File: src/rtl/bitstream_window.sv
// bitstream_window: byte-serial 32-bit MSB-aligned bit window with flush and refill.
// Optional byte-boundary align flush is enabled by BITSTREAM_WINDOW_ALIGN_EN.
module bitstream_window #(
    parameter int BYTES       = 2048,
    parameter int START_LEVEL = 32
) (
    input  logic        clk,
    input  logic        rst,
    input  logic [7:0]  in_byte,
    input  logic        in_byte_valid,
    output logic        in_byte_ready,
    input  logic [5:0]  flush_n,
    input  logic        flush_valid,
    output logic        flush_ready,
    input  logic        align_valid,
    output logic        align_ready,
    output logic [31:0] ld_bfr,
    output logic [5:0]  incnt,
    output logic        window_valid,
    output logic        eos,
    output logic        err
);
    localparam int CW = $clog2(BYTES + 1);

    typedef enum logic [1:0] {
        S_FILL,
        S_RUN,
        S_DRAIN
    } state_t;

    state_t        state;
    logic [CW-1:0] byte_cnt;
    logic [CW-1:0] cnt_nxt;
    logic          cnt_full;
    logic          flush_acc;
    logic          byte_acc;
    logic [5:0]    shamt;
    logic [5:0]    c;
    logic [5:0]    incnt_nxt;
    logic [31:0]   bfr_nxt;

    assign cnt_full      = (byte_cnt == CW'(BYTES));
    assign in_byte_ready = (incnt <= 6'd24) && !cnt_full;
    assign flush_ready   = (state != S_FILL) && (flush_n <= incnt);
    assign flush_acc     = flush_valid && flush_ready;
    assign byte_acc      = in_byte_valid && in_byte_ready;
    assign window_valid  = (state != S_FILL);

`ifdef BITSTREAM_WINDOW_ALIGN_EN
    logic align_acc;
    assign align_ready = (state != S_FILL) && !flush_valid;
    assign align_acc   = align_valid && align_ready;
`else
    logic unused_align;
    assign unused_align = align_valid;
    assign align_ready  = 1'b0;
`endif

    // Retire first, then insert the new byte just below the surviving bits.
    always_comb begin
        shamt = 6'd0;
        if (flush_acc) begin
            shamt = flush_n;
        end
`ifdef BITSTREAM_WINDOW_ALIGN_EN
        else if (align_acc) begin
            shamt = {3'd0, incnt[2:0]};
        end
`endif
        c         = incnt - shamt;
        bfr_nxt   = ld_bfr << shamt;
        incnt_nxt = c;
        cnt_nxt   = byte_cnt;
        if (byte_acc) begin
            bfr_nxt   = bfr_nxt | ({in_byte, 24'd0} >> c);
            incnt_nxt = c + 6'd8;
            cnt_nxt   = byte_cnt + CW'(1);
        end
    end

    always_ff @(posedge clk) begin
        if (rst) begin
            state    <= S_FILL;
            ld_bfr   <= '0;
            incnt    <= '0;
            byte_cnt <= '0;
            eos      <= 1'b0;
            err      <= 1'b0;
        end else begin
            ld_bfr   <= bfr_nxt;
            incnt    <= incnt_nxt;
            byte_cnt <= cnt_nxt;
            if (flush_valid && (flush_n > 6'd32)) begin
                err <= 1'b1;
            end
            if ((cnt_nxt == CW'(BYTES)) && (incnt_nxt == 6'd0)) begin
                eos <= 1'b1;
            end
            case (state)
                S_FILL: begin
                    if (cnt_full || (incnt >= 6'(START_LEVEL))) begin
                        state <= S_RUN;
                    end
                end
                S_RUN: begin
                    if (cnt_full) begin
                        state <= S_DRAIN;
                    end
                end
                S_DRAIN: state <= S_DRAIN;
                default: state <= S_FILL;
            endcase
        end
    end
endmodule

File: config.mk
export PLATFORM = sky130hd
export DESIGN_NAME = bitstream_window
export DESIGN_NICKNAME = d
export VERILOG_FILES = /design/src/rtl/bitstream_window.sv
export SDC_FILE = /design/constraint.sdc
export NUM_CORES = 1
export LEC_CHECK = 0
export CAP_MARGIN = 20
export CORE_UTILIZATION = 40
export DETAILED_ROUTE_END_ITERATION = 10
export PLACE_DENSITY_LB_ADDON = 0.3
export SLEW_MARGIN = 5
export SYNTH_ARGS = -nofsm -noshare
export SYNTH_HDL_FRONTEND = slang
export SYNTH_SLANG_ARGS = --single-unit
export TNS_END_PERCENT = 20
File: constraint.sdc
create_clock -name clk -period 7.7 [get_ports clk]
set_input_delay 1.54 -clock clk [delete_from_list [all_inputs] [get_ports clk]]
set_output_delay 1.54 -clock clk [all_outputs]
set_load 0.02 [all_outputs]
## Word-level counts from Yosys, hierarchy flattened

Index checks and enable logic that the tools add are counted.
Widths: inputs -> output; s select.

- Flip-flop bits (word level): 54
- Logic and storage cells: 41
- Output and inout bits: 44
- Bits of input ports: 19

- Reductions and logical operators: 12
- Add/sub/neg operators: 3
- Shift-type cells: 2
- Eq/ne operators: 6
- Bitwise logic cells: 1
- Magnitude comparators: 4
- Mux-type cells: 7

Operators with widths:

| operator | number |
|---|---|
| $mux 32 | 1 |
| $or 32x32->32 | 1 |
| $shl 32x6->32 | 1 |
| $shr 32x6->32 | 1 |
| $eq 12x12->1 const B | 2 |
| $add 12x1->12 const B | 1 |
| $mux 12 | 1 |
| $mux 6 | 2 |
| $add 6x4->6 const B | 1 |
| $ge 6x6->1 const B | 1 |
| $gt 6x6->1 const B | 1 |
| $le 6x5->1 const B | 1 |
| $le 6x6->1 | 1 |
| $logic_and 1x1->1 | 6 |
| $logic_not 6->1 | 1 |
| $pmux 2 s3 | 1 |
| $sub 6x6->6 | 1 |
| $mux 2 | 2 |
| $ne 2x2->1 const B | 2 |
| $eq 2x1->1 const B | 1 |
| $eq 2x2->1 const B | 1 |
| $logic_not 2->1 | 1 |
| $reduce_and 2->1 | 1 |
| $reduce_bool 2->1 | 1 |
| 2 further kinds | 2 |

## Logic depth before layout (Yosys ltp)

Gate-level depths: netlist (run 1).

- Depth in word-level cells: 9
- Depth in mapped cells: 19
- Mapped depth without buffers: 16

## Worst setup path before layout (run 1)

No wires, ideal clock.

- Path type: input to register
- Start: input port flush_n[5]
- End: register ld_bfr[16]
- Data arrival time: 4.824 ns
- Buffers on the path: 4
- Data required time: 7.626 ns
- Stages: 18
- Library setup time: 0.074 ns
- Path slack: 2.802 ns
- Cells stage by stage: ha_1 and4_4 buf_6 and3_1 a31o_2 buf_2 inv_2 buf_2 buf_2 ha_1 nor2b_1 o31a_1 o22ai_1 xor2_2 nor3_2 nand3_1 a21o_1 a31oi_1

- Word-level cells in the longest chain between the ends: 8
- Elaborated cells between the ends (all ways): 9
- Those cells by class: 1 x add/sub; 1 x order compare; 2 x shift; 2 x mux; 1 x bitwise; 2 x reduce/logical

RTL lines:

| what | line | RTL |
|---|---|---|
| start: declaration | 12 | `input logic [5:0] flush_n,` |
| $le 6x6->1 | 44 | `assign flush_ready = (state != S_FILL) && (flush_n <= incnt);` |
| $logic_and 1x1->1 | 44 |  |
| $logic_and 1x1->1 | 45 | `assign flush_acc = flush_valid && flush_ready;` |
| $mux 6 (*) | 62 | `if (flush_acc) begin` |
| $sub 6x6->6 | 70 | `c = incnt - shamt;` |
| $shr 32x6->32 | 75 | `bfr_nxt = bfr_nxt \| ({in_byte, 24'd0} >> c);` |
| $or 32x32->32 | 75 |  |
| $mux 32 (*) | 74 | `if (byte_acc) begin` |
| end signal: assignment | 90 | `ld_bfr <= bfr_nxt;` |
| end: declaration | 17 | `output logic [31:0] ld_bfr,` |

Mark *: on every way between the ends. The rest lies on a longest branch, timed or not.
A chain may end at the register's enable or synchronous reset.

## Worst setup path after layout (run 1)

- Start: input port flush_n[0]
- End: register ld_bfr[24]

The elaborated chain is that of the path after synthesis.

==> flow_metrics.tcl, run 1 <==
set metrics [dict create \
    cp_max_fo 25 \
    start_util_pct 41.38 \
    cts_sinks 54 \
    switching_power_w 0.001102 \
    fin_crit_ns 6.161 \
    hold_viol_final 0 \
    postCtsSetupRepairBufs 0 \
    post-place-cells 854 \
    grt_pass1_vias 5017 \
    drc_errors 0 \
    slew_violations 0 \
    hold_class "reg2reg" \
    fin_util_pct 48.05 \
    cts-root-buf "clkbuf_16" \
    ios 63 \
    ctsResizeCount 0 \
    port_buffers 60 \
    slew-limit-headroom_pct 30.62 \
    overflow 0 \
    fillers 1221 \
    muxShareOfSynthArea_pct 12.23 \
    p_comb_share_pct 67.6 \
    synth_edf_count 0 \
    via_per_inst 6.374 \
    wl_per_cell_um 20.26 \
    fin_crit_sh_pct 80.01 \
    synthXorXnorAreaFrac_pct 3.645 \
    gp_congestion 0.9965 \
    dieHeight_um 113.9 \
    numCtsBuffers 5 \
    crit_type "in2reg" \
    ys_warn_count 0 \
    holdPathStages 2 \
    reg2reg_depth 12 \
    skew_ns 0.005922 \
    grt_max_degree 49 \
    fmaxAchievable_mhz 162.3 \
    drt-pass1-iter-count 5 \
    synth_fa_ha_area_share_pct 4.393 \
    p_leak_nw 2.235 \
    grt_pass1_wl_um 27170 \
    postSynth.asyncResetShare_pct 0 \
    die_w_um 113.9 \
    clk_latency_ns 0.29 \
    drv_cap 0 \
    internal_power_w 0.001034 \
    vias 5488 \
    antenna_violating_nets_post_route 0 \
    critPathArrivalTime_ns 6.31 \
    synthCells 659 \
    post_synth.cell_area_avg_um2 7.606 \
    fin_tns_setup_ns 0 \
    final_nets 729 \
    switching_share_pct 51.59 \
    clkPwrFrac_pct 10.1 \
    core.rowCount 40 \
    path_clk_slew_ns 0.06 \
    worst_slew_pin_slew_ns 1.036 \
    cts_tree "yes" \
    ys_types 79 \
    powerDensity_nw_per_um2 367.1 \
    dpl.hpwl_um 13150 \
    synth_simple_gate_area_share_pct 24.39 \
    worstSetupStartpointType "input pin" \
    clock_path_buffers 2 \
    h-tree-depth 2 \
    grtUsageTotal_pct 26.60 \
    status "complete, no violations" \
    antenna_found_initial 0 \
    end_kind "flop" \
    crit_required_ns 7.85 \
    antenna_cells 0 \
    ys_seq_area_share_pct 21.57 \
    setup_viol 0 \
    synth_compound_area_share_pct 28.16 \
    area_growth_pct 16.10 \
    cts_hold_buf 0 \
    total_power_w 0.002136 \
    synth_nets 695 \
    seqPwrFrac_pct 22.2 \
    fin_cells 861 \
    drt_iter0_markers 679 \
    ir_drop_v 0.0001636 \
    synthFlopType "dfxtp_1" \
    fp.coreArea_um2 12110 \
    die-area_um2 12980 \
    synth_top_family_by_area "compound AO/OA/AOI/OAI gates" \
    synth_area_um2 5012 \
    drive_above_1_share_pct 7.792 \
    routed_wirelength_um 17440 \
    synth-seq-cells 54 \
    rsz0062_at_grt "false" \
]
==> through the flow <==
stage | instance area, um^2 | setup slack [ns] | hold slack, ns
5_1_grt | 5819 | 1.209 | 0.5301
3_5_place_dp | 5687 | 1.306 | 0.4642
6_report | 5819 | 1.539 | 0.4731
3_3_place_gp | 5687 | 1.331 | 0.4533
4_1_cts | 5819 | 1.572 | 0.4847
2_1_floorplan | 5012 | 2.802 | 0.4633
==> final timing paths <==
path,from,endpoint,slack [ns]
min,err$_SDFFE_PP0P_,err$_SDFFE_PP0P_,0.47
min reg2reg,err$_SDFFE_PP0P_,err$_SDFFE_PP0P_,0.47
max,flush_n[0],ld_bfr[24]$_SDFF_PP0_,1.54
max reg2reg,incnt[1]$_SDFF_PP0_,ld_bfr[24]$_SDFF_PP0_,2.98
==> flip-flops by register name, indices dropped and copies added (netlist names) <==
name      flops
state         2
eos           1
err           1
incnt         6
byte_cnt     12
ld_bfr       32
==> Yosys cell counts, types with 12 or more instances <==
master | instances | area share, %
nor2_1 | 80 | 6.0
a22oi_1 | 18 | 2.7
dfxtp_1 | 54 | 22
nor3_1 | 12 | 1.2
o22ai_1 | 17 | 2.1
ha_1 | 16 | 4.0
clkbuf_1 | 23 | 1.7
and3_1 | 15 | 1.9
mux2i_1 | 41 | 8.2
o21ai_0 | 24 | 2.4
inv_1 | 19 | 1.4
mux2_2 | 18 | 4.0
nand3_1 | 20 | 2.0
nand2_1 | 69 | 5.2
a21oi_1 | 28 | 2.8
==> worst max-delay path, stage by stage <==
cell,delay [ns]
clkdlybuf4s50_1,0.46
buf_4,0.30
inv_1,0.19
ha_1,0.23
nor2b_1,0.24
o21a_4,0.23
o31a_4,0.29
inv_4,0.20
ha_1,0.27
fa_1,0.43
xor2_1,0.77
o21ai_0,0.52
a222oi_1,0.49
o32ai_1,0.14
==> cells in the final DEF, fill, tap and decap left out, types with 8 or more instances in the layout <==
cell type / n
and2_1: 8
nand2_1: 69
and3_1: 15
clkdlybuf4s50_1: 60
dfxtp_1: 54
xnor2_1: 10
nand3_1: 20
a31oi_1: 10
nor2_1: 80
ha_1: 16
a22oi_1: 18
o22ai_1: 17
o21ai_0: 24
a211oi_1: 8
a21oi_1: 28
xor2_1: 9
mux2i_1: 41
o32ai_1: 10
a21o_1: 8
nand4_1: 8
inv_1: 19
mux2_2: 18
nor3_1: 12
==> power groups by stage <==
stage	logic, W	clock network, W	registers (W)
after floorplan	0.000903	0	0.000520
after global placement	0.00139	0	0.000473
after detailed placement	0.00141	0	0.000476
after CTS	0.00141	0.000218	0.000470
after global routing	0.00156	0.000229	0.000483
final	0.00144	0.000216	0.000475
==> cell type report <==
| cell class | count | area (um^2) | area share (%) |
|---|---|---|---|
| Multi-Input combinational cell | 542 | 3654 | 62.78 |
| Sequential cell | 54 | 1081 | 18.58 |
| Tap cell | 168 | 210.2 | 3.612 |
| Inverter | 23 | 88.84 | 1.527 |
| Timing Repair Buffer | 67 | 653.1 | 11.22 |
| Clock buffer | 7 | 132.6 | 2.279 |
==> cell families after synthesis <==
logic type | Yosys count
and+or+nand+nor | 253
AOI/OAI and AO/OA | 192
buffers and inverters | 63
muxes | 59
DFF | 54
xor gates and xnor gates | 20
adders and majority gates | 17
other | 1
==> per-layer routing <==
metal / GRT usage, % / vias to the layer above / share of wire (%)
li1: - / 2540 / -
met1: 36.33 / 2613 / 44
met2: 41.58 / 289 / 45
met3: 3.826 / 46 / 7.5
met4: 11.69 / 0 / 3.6
met5: 0 / - / 0
No activity file was read; power rests on OpenSTA's default activity.
==> inputs of run 2 (changes only) <==
==> constraint.sdc (replaced) <==
create_clock -name clk -period 5.7 [get_ports clk]
set_input_delay 1.14 -clock clk [delete_from_list [all_inputs] [get_ports clk]]
set_output_delay 1.14 -clock clk [all_outputs]
set_load 0.02 [all_outputs]
==> run 2 against run 1 <==
Against the previous run:
- wire length grew 1.8%
- via count shrank 0.15%
- hold slack better by 0.014 ns
- die area is the same
- worst setup slack lost 0.87 ns
- utilization increased by 1.1 points
- flip-flop and latch count did not move
- critical endpoint is now ld_bfr[7]$_SDFF_PP0_
- largest cell class unchanged
- highest routed layer unchanged
==> flow_metrics.tcl, run 2 (synthesis results as in run 1) <==
set metrics [dict create \
    status "complete, no violations" \
    die-area_um2 12980 \
    slew-limit-headroom_pct 45.77 \
    path_clk_slew_ns 0.07 \
    crit_required_ns 5.92 \
    ios 63 \
    setup_viol 0 \
    clk_latency_ns 0.30 \
    cts_tree "yes" \
    final_nets 745 \
    post-place-ws_ns 0.4360 \
    crit_chain "clkdlybuf4s50_1 > ha_1 > and4_4 > o21a_4 > o31a_4 > inv_4 > ha_1 > fa_1 > nor2b_1 > o21ai_0 > nand2b_1 > xnor2_1 > nor3_1 > a22oi_1 > nor2_1" \
    end_kind "flop" \
    fillers 1221 \
    worst_slew_pin_slew_ns 0.8072 \
    slowest_delay_ns 0.70 \
    ctsResizeCount 0 \
    cts_hold_buf 0 \
    cp_max_fo 12 \
    via_per_inst 6.241 \
    drt_iter0_markers 684 \
    antenna_violating_nets_post_route 0 \
    grt_pass1_wl_um 27020 \
    fin_util_pct 49.16 \
    largest_register_ffs 32 \
    h-tree-depth 2 \
    crit_top_cell "ha_1" \
    cts_sinks 54 \
    routed_wirelength_um 17770 \
    critPathArrivalTime_ns 5.25 \
    p_leak_nw 2.323 \
    drv_cap 0 \
    ir_drop_v 0.0002266 \
    critical_path.top_delay_family "simple AND/OR/NAND/NOR gates" \
    dpl.hpwl_um 13740 \
    layout_commonest_cell "nor2_1" \
    fin_cells 878 \
    antenna_cells 0 \
    largest_register "ld_bfr" \
    port_buffers 60 \
    dieHeight_um 113.9 \
    skew_ns 0.007128 \
    layout_common_cells "80 x nor2_1, 69 x nand2_1, 60 x clkdlybuf4s50_1, 54 x dfxtp_1, 41 x mux2i_1" \
    postCtsSetupRepairBufs 0 \
    fp.coreArea_um2 12110 \
    drt-pass1-iter-count 5 \
    antenna_found_initial 0 \
    start_util_pct 41.38 \
    grtUsageTotal_pct 26.91 \
    drc_errors 0 \
    timing.critical_path.depth 15 \
    path_buf_inv 2 \
    fmaxAchievable_mhz 198.7 \
    crit_type "in2reg" \
    grt_max_degree 49 \
    cts-root-buf "clkbuf_16" \
    slew_violations 0 \
    clock_path_buffers 2 \
    powerDensity_nw_per_um2 500.1 \
    fin_ws_ns 0.6684 \
    hold_class "reg2reg" \
    top_regs "ld_bfr (32), byte_cnt (12), incnt (6)" \
    core.rowCount 40 \
    fin_crit_sh_pct 88.27 \
    grt_pass1_vias 4832 \
    fin_tns_setup_ns 0 \
    fin_crit_ns 5.032 \
    reg2reg_depth 15 \
    vias 5480 \
    die_w_um 113.9 \
    gp_congestion 0.9609 \
    area_growth_pct 18.80 \
    hold_viol_final 0 \
    drive_above_1_share_pct 10.14 \
    holdPathStages 2 \
    worstSetupStartpointType "input pin" \
    wl_per_cell_um 20.23 \
    post-place-cells 869 \
    total_power_w 0.002978 \
    rsz0062_at_grt "false" \
    overflow 0 \
    numCtsBuffers 5 \
    slowest_stage "nor3_1" \
]
[run 2: cell count changes in the layout (fill, tap and decap cells not counted), sizes merged]
cell	delta
buf	+16
clkinv	+1
[run 2: worst register-to-register path: cells and delay by family (launching register included)]
| kind | cells | cell delay (ns) |
|---|---|---|
| compound gates | 4 | 0.83 |
| flops | 1 | 0.44 |
| buf+inv | 2 | 0.23 |
| simple gates | 5 | 1.45 |
| fa+ha+maj | 3 | 0.98 |
| xor+xnor | 1 | 0.15 |
[run 2: report_power, final]
group          switching, W  total [W]  internal, W
Combinational       0.00122    0.00202     0.000804
Clock              0.000139   0.000314     0.000175
Sequential         0.000154   0.000639     0.000485
Total               0.00151    0.00298      0.00146
[run 2: area by class of cell]
cell class / count / area [um^2] / share of cell area, %
inverter: 23 / 88.84 / 1.492
clock buffer: 7 / 142.6 / 2.395
tap: 168 / 210.2 / 3.530
clock inverter: 1 / 5.005 / 0.08405
sequential: 54 / 1081 / 18.16
timing repair buffer: 83 / 773.2 / 12.99
multi-input combinational: 542 / 3654 / 61.36
[run 2: metal layers]
metal / up-vias / track usage [%] / wire length, um
met5: - / 0 / 0
met4: 0 / 9.004 / 380
met3: 39 / 4.251 / 1315
met2: 251 / 43.19 / 8207
met1: 2618 / 36.68 / 7862
li1: 2572 / - / -
[run 2: final timing paths]
| check | from | end | slack, ns |
|---|---|---|---|
| setup / recovery | flush_n[2] | ld_bfr[7]$_SDFF_PP0_ | 0.67 |
| hold / removal | err$_SDFFE_PP0P_ | err$_SDFFE_PP0P_ | 0.49 |
| setup reg to reg | incnt[1]$_SDFF_PP0_ | ld_bfr[7]$_SDFF_PP0_ | 1.53 |
| hold reg to reg | err$_SDFFE_PP0P_ | err$_SDFFE_PP0P_ | 0.49 |
[run 2: metrics by stage]
| step | area [um^2] | hold WS [ns] |
|---|---|---|
| 4_1_cts | 5947 | 0.4930 |
| 3_5_place_dp | 5799 | 0.4728 |
| 3_3_place_gp | 5799 | 0.4495 |
| 6_report | 5954 | 0.4874 |
| 5_1_grt | 5954 | 0.5042 |
| 2_1_floorplan | 5012 | 0.4633 |
==> inputs of run 3 (changes only) <==
--- a/config.mk
+++ b/config.mk
@@ -7,6 +7,7 @@
 export LEC_CHECK = 0
 export CAP_MARGIN = 20
 export CORE_UTILIZATION = 40
+export CTS_BUF_LIST = sky130_fd_sc_hd__clkbuf_4
 export DETAILED_ROUTE_END_ITERATION = 10
 export PLACE_DENSITY_LB_ADDON = 0.3
 export SLEW_MARGIN = 5
==> run 3 against run 2 <==
Against the previous run:
- global-route usage is 0.057 points lower
- die area is the same
- design area is 1.6% lower
- wire length is 0.24% lower
- cell count is the same
- register-to-register slack lost 0.02 ns
- worst setup slack better by 0.083 ns
- combinational power about the same
- utilization shrank 0.77 points
- first-iteration DRC count increased by 0.29%
- clock power shrank 44%
- via count up 0.80%
- critical endpoint unchanged
- largest power group unchanged
==> flow_metrics.tcl, run 3 (synthesis results as in run 1) <==
set metrics [dict create \
    cts_tree "yes" \
    clock_path_buffers 2 \
    drv_cap 0 \
    drive_above_1_share_pct 10.14 \
    final_nets 745 \
    area_growth_pct 16.92 \
    ctsResizeCount 0 \
    met1Wirelength_um 7752 \
    slew_violations 0 \
    antenna_found_initial 0 \
    dieHeight_um 113.9 \
    crit_type "in2reg" \
    reg2reg_to "ld_bfr[7]$_SDFF_PP0_" \
    min_to "err$_SDFFE_PP0P_" \
    cp_max_fo 12 \
    die_w_um 113.9 \
    holdPathStages 2 \
    drc_errors 0 \
    start_util_pct 41.38 \
    core.rowCount 40 \
    worstSetupStartpointType "input pin" \
    path_clk_slew_ns 0.15 \
    antenna_violating_nets_post_route 0 \
    fin_tns_setup_ns 0 \
    postCtsSetupRepairBufs 0 \
    slew-limit-headroom_pct 45.55 \
    largest_register "ld_bfr" \
    final_cell_area_um2 5861 \
    overflow 0 \
    wl_per_cell_um 20.19 \
    largest_register_ffs 32 \
    min_from "err$_SDFFE_PP0P_" \
    h-tree-depth 2 \
    drt-pass1-iter-count 7 \
    grt_pass1_wl_um 26980 \
    ios 63 \
    fp.coreArea_um2 12110 \
    p_leak_nw 2.282 \
    skew_ns 0.01056 \
    die-area_um2 12980 \
    cts-root-buf "clkbuf_4" \
    fin_crit_sh_pct 86.82 \
    fin_crit_ns 4.949 \
    reg2reg_depth 15 \
    ir_drop_v 0.0002393 \
    vias 5524 \
    grtUsageTotal_pct 26.85 \
    dpl.hpwl_um 13740 \
    drt_iter0_markers 686 \
    antenna_cells 0 \
    layout_common_cells "80 x nor2_1, 69 x nand2_1, 60 x clkdlybuf4s50_1, 54 x dfxtp_1, 41 x mux2i_1" \
    hold_class "reg2reg" \
    status "complete, no violations" \
    top_layer "met4" \
    numCtsBuffers 5 \
    critPathArrivalTime_ns 5.26 \
    routed_wirelength_um 17720 \
    top_regs "ld_bfr (32), byte_cnt (12), incnt (6)" \
    via_per_inst 6.292 \
    powerDensity_nw_per_um2 485.0 \
    wl_met2_um 8051 \
    grt_max_degree 49 \
    grt_pass1_vias 4853 \
    hold_viol_final 0 \
    layout_commonest_cell "nor2_1" \
    rsz0062_at_grt "false" \
    setup_viol 0 \
    fmaxAchievable_mhz 202.1 \
    worst_slew_pin_slew_ns 0.8105 \
    cts_hold_buf 0 \
    wl_met3_um 1409 \
    gp_congestion 0.9609 \
    reg2reg_slack_ns 1.51 \
    placed_area_um2 5799 \
    cts_sinks 54 \
    port_buffers 60 \
    crit_required_ns 6.01 \
    reg2reg_from "incnt[1]$_SDFF_PP0_" \
    clk_latency_ns 0.39 \
    end_kind "flop" \
]
==> run 3: through the flow <==
| stage | util (%) | hold WS (ns) | total power, W | setup WS (ns) | std cells |
|---|---|---|---|---|---|
| 2_1_floorplan | - | 0.4633 | 0.001923 | 1.202 | 659 |
| 3_3_place_gp | 47.88 | 0.4495 | 0.002591 | 0.4467 | 869 |
| 3_5_place_dp | 47.88 | 0.4728 | 0.002622 | 0.4360 | 869 |
| 4_1_cts | 48.33 | 0.5109 | 0.002799 | 0.8406 | 877 |
| 5_1_grt | 48.39 | 0.5236 | 0.003025 | 0.5693 | 878 |
| 6_report | 48.39 | 0.5054 | 0.002842 | 0.7511 | 878 |
==> run 3: area by class of cell <==
| cell class | count | area [um^2] |
|---|---|---|
| fill | 1232 | 6251 |
| multi-input combinational | 542 | 3654 |
| sequential | 54 | 1081 |
| timing repair buffer | 83 | 773.2 |
| tap | 168 | 210.2 |
| inverter | 23 | 88.84 |
| clock buffer | 6 | 45.04 |
| clock inverter | 2 | 8.758 |
==> run 3: critical path, stage by stage <==
cell and delay (ns):
clkdlybuf4s50_1 0.62, ha_1 0.41, and4_4 0.28, o21a_4 0.20, o31a_4 0.30, inv_4 0.05
ha_1 0.20, fa_1 0.43, nor2b_1 0.15, o21ai_0 0.10, nand2b_1 0.13, xnor2_1 0.15
nor3_1 0.71, a22oi_1 0.19, nor2_1 0.18
==> run 3: power breakdown <==
group,internal [W],switching (W),leakage [nW]
registers,0.000484,0.000155,0.439
logic,0.000804,0.00122,1.81
clock network,0.0000515,0.000124,0.0331
==> run 3: worst max-delay path by stage <==
stage                     startpoint                    end  slack (ns)
after floorplan           flush_n[5]  ld_bfr[16]$_SDFF_PP0_        1.20
after global placement    flush_n[2]  ld_bfr[16]$_SDFF_PP0_        0.45
after detailed placement  flush_n[2]  ld_bfr[29]$_SDFF_PP0_        0.44
after CTS                 flush_n[2]   ld_bfr[7]$_SDFF_PP0_        0.84
after global routing      flush_n[2]   ld_bfr[7]$_SDFF_PP0_        0.57
final                     flush_n[2]   ld_bfr[7]$_SDFF_PP0_        0.75
==> run 3: metal layers <==
layer,global-route usage (%),vias up
li1,-,2572
met3,3.932,43
met1,36.61,2640
met4,8.918,0
met2,43.35,269
met5,0,-
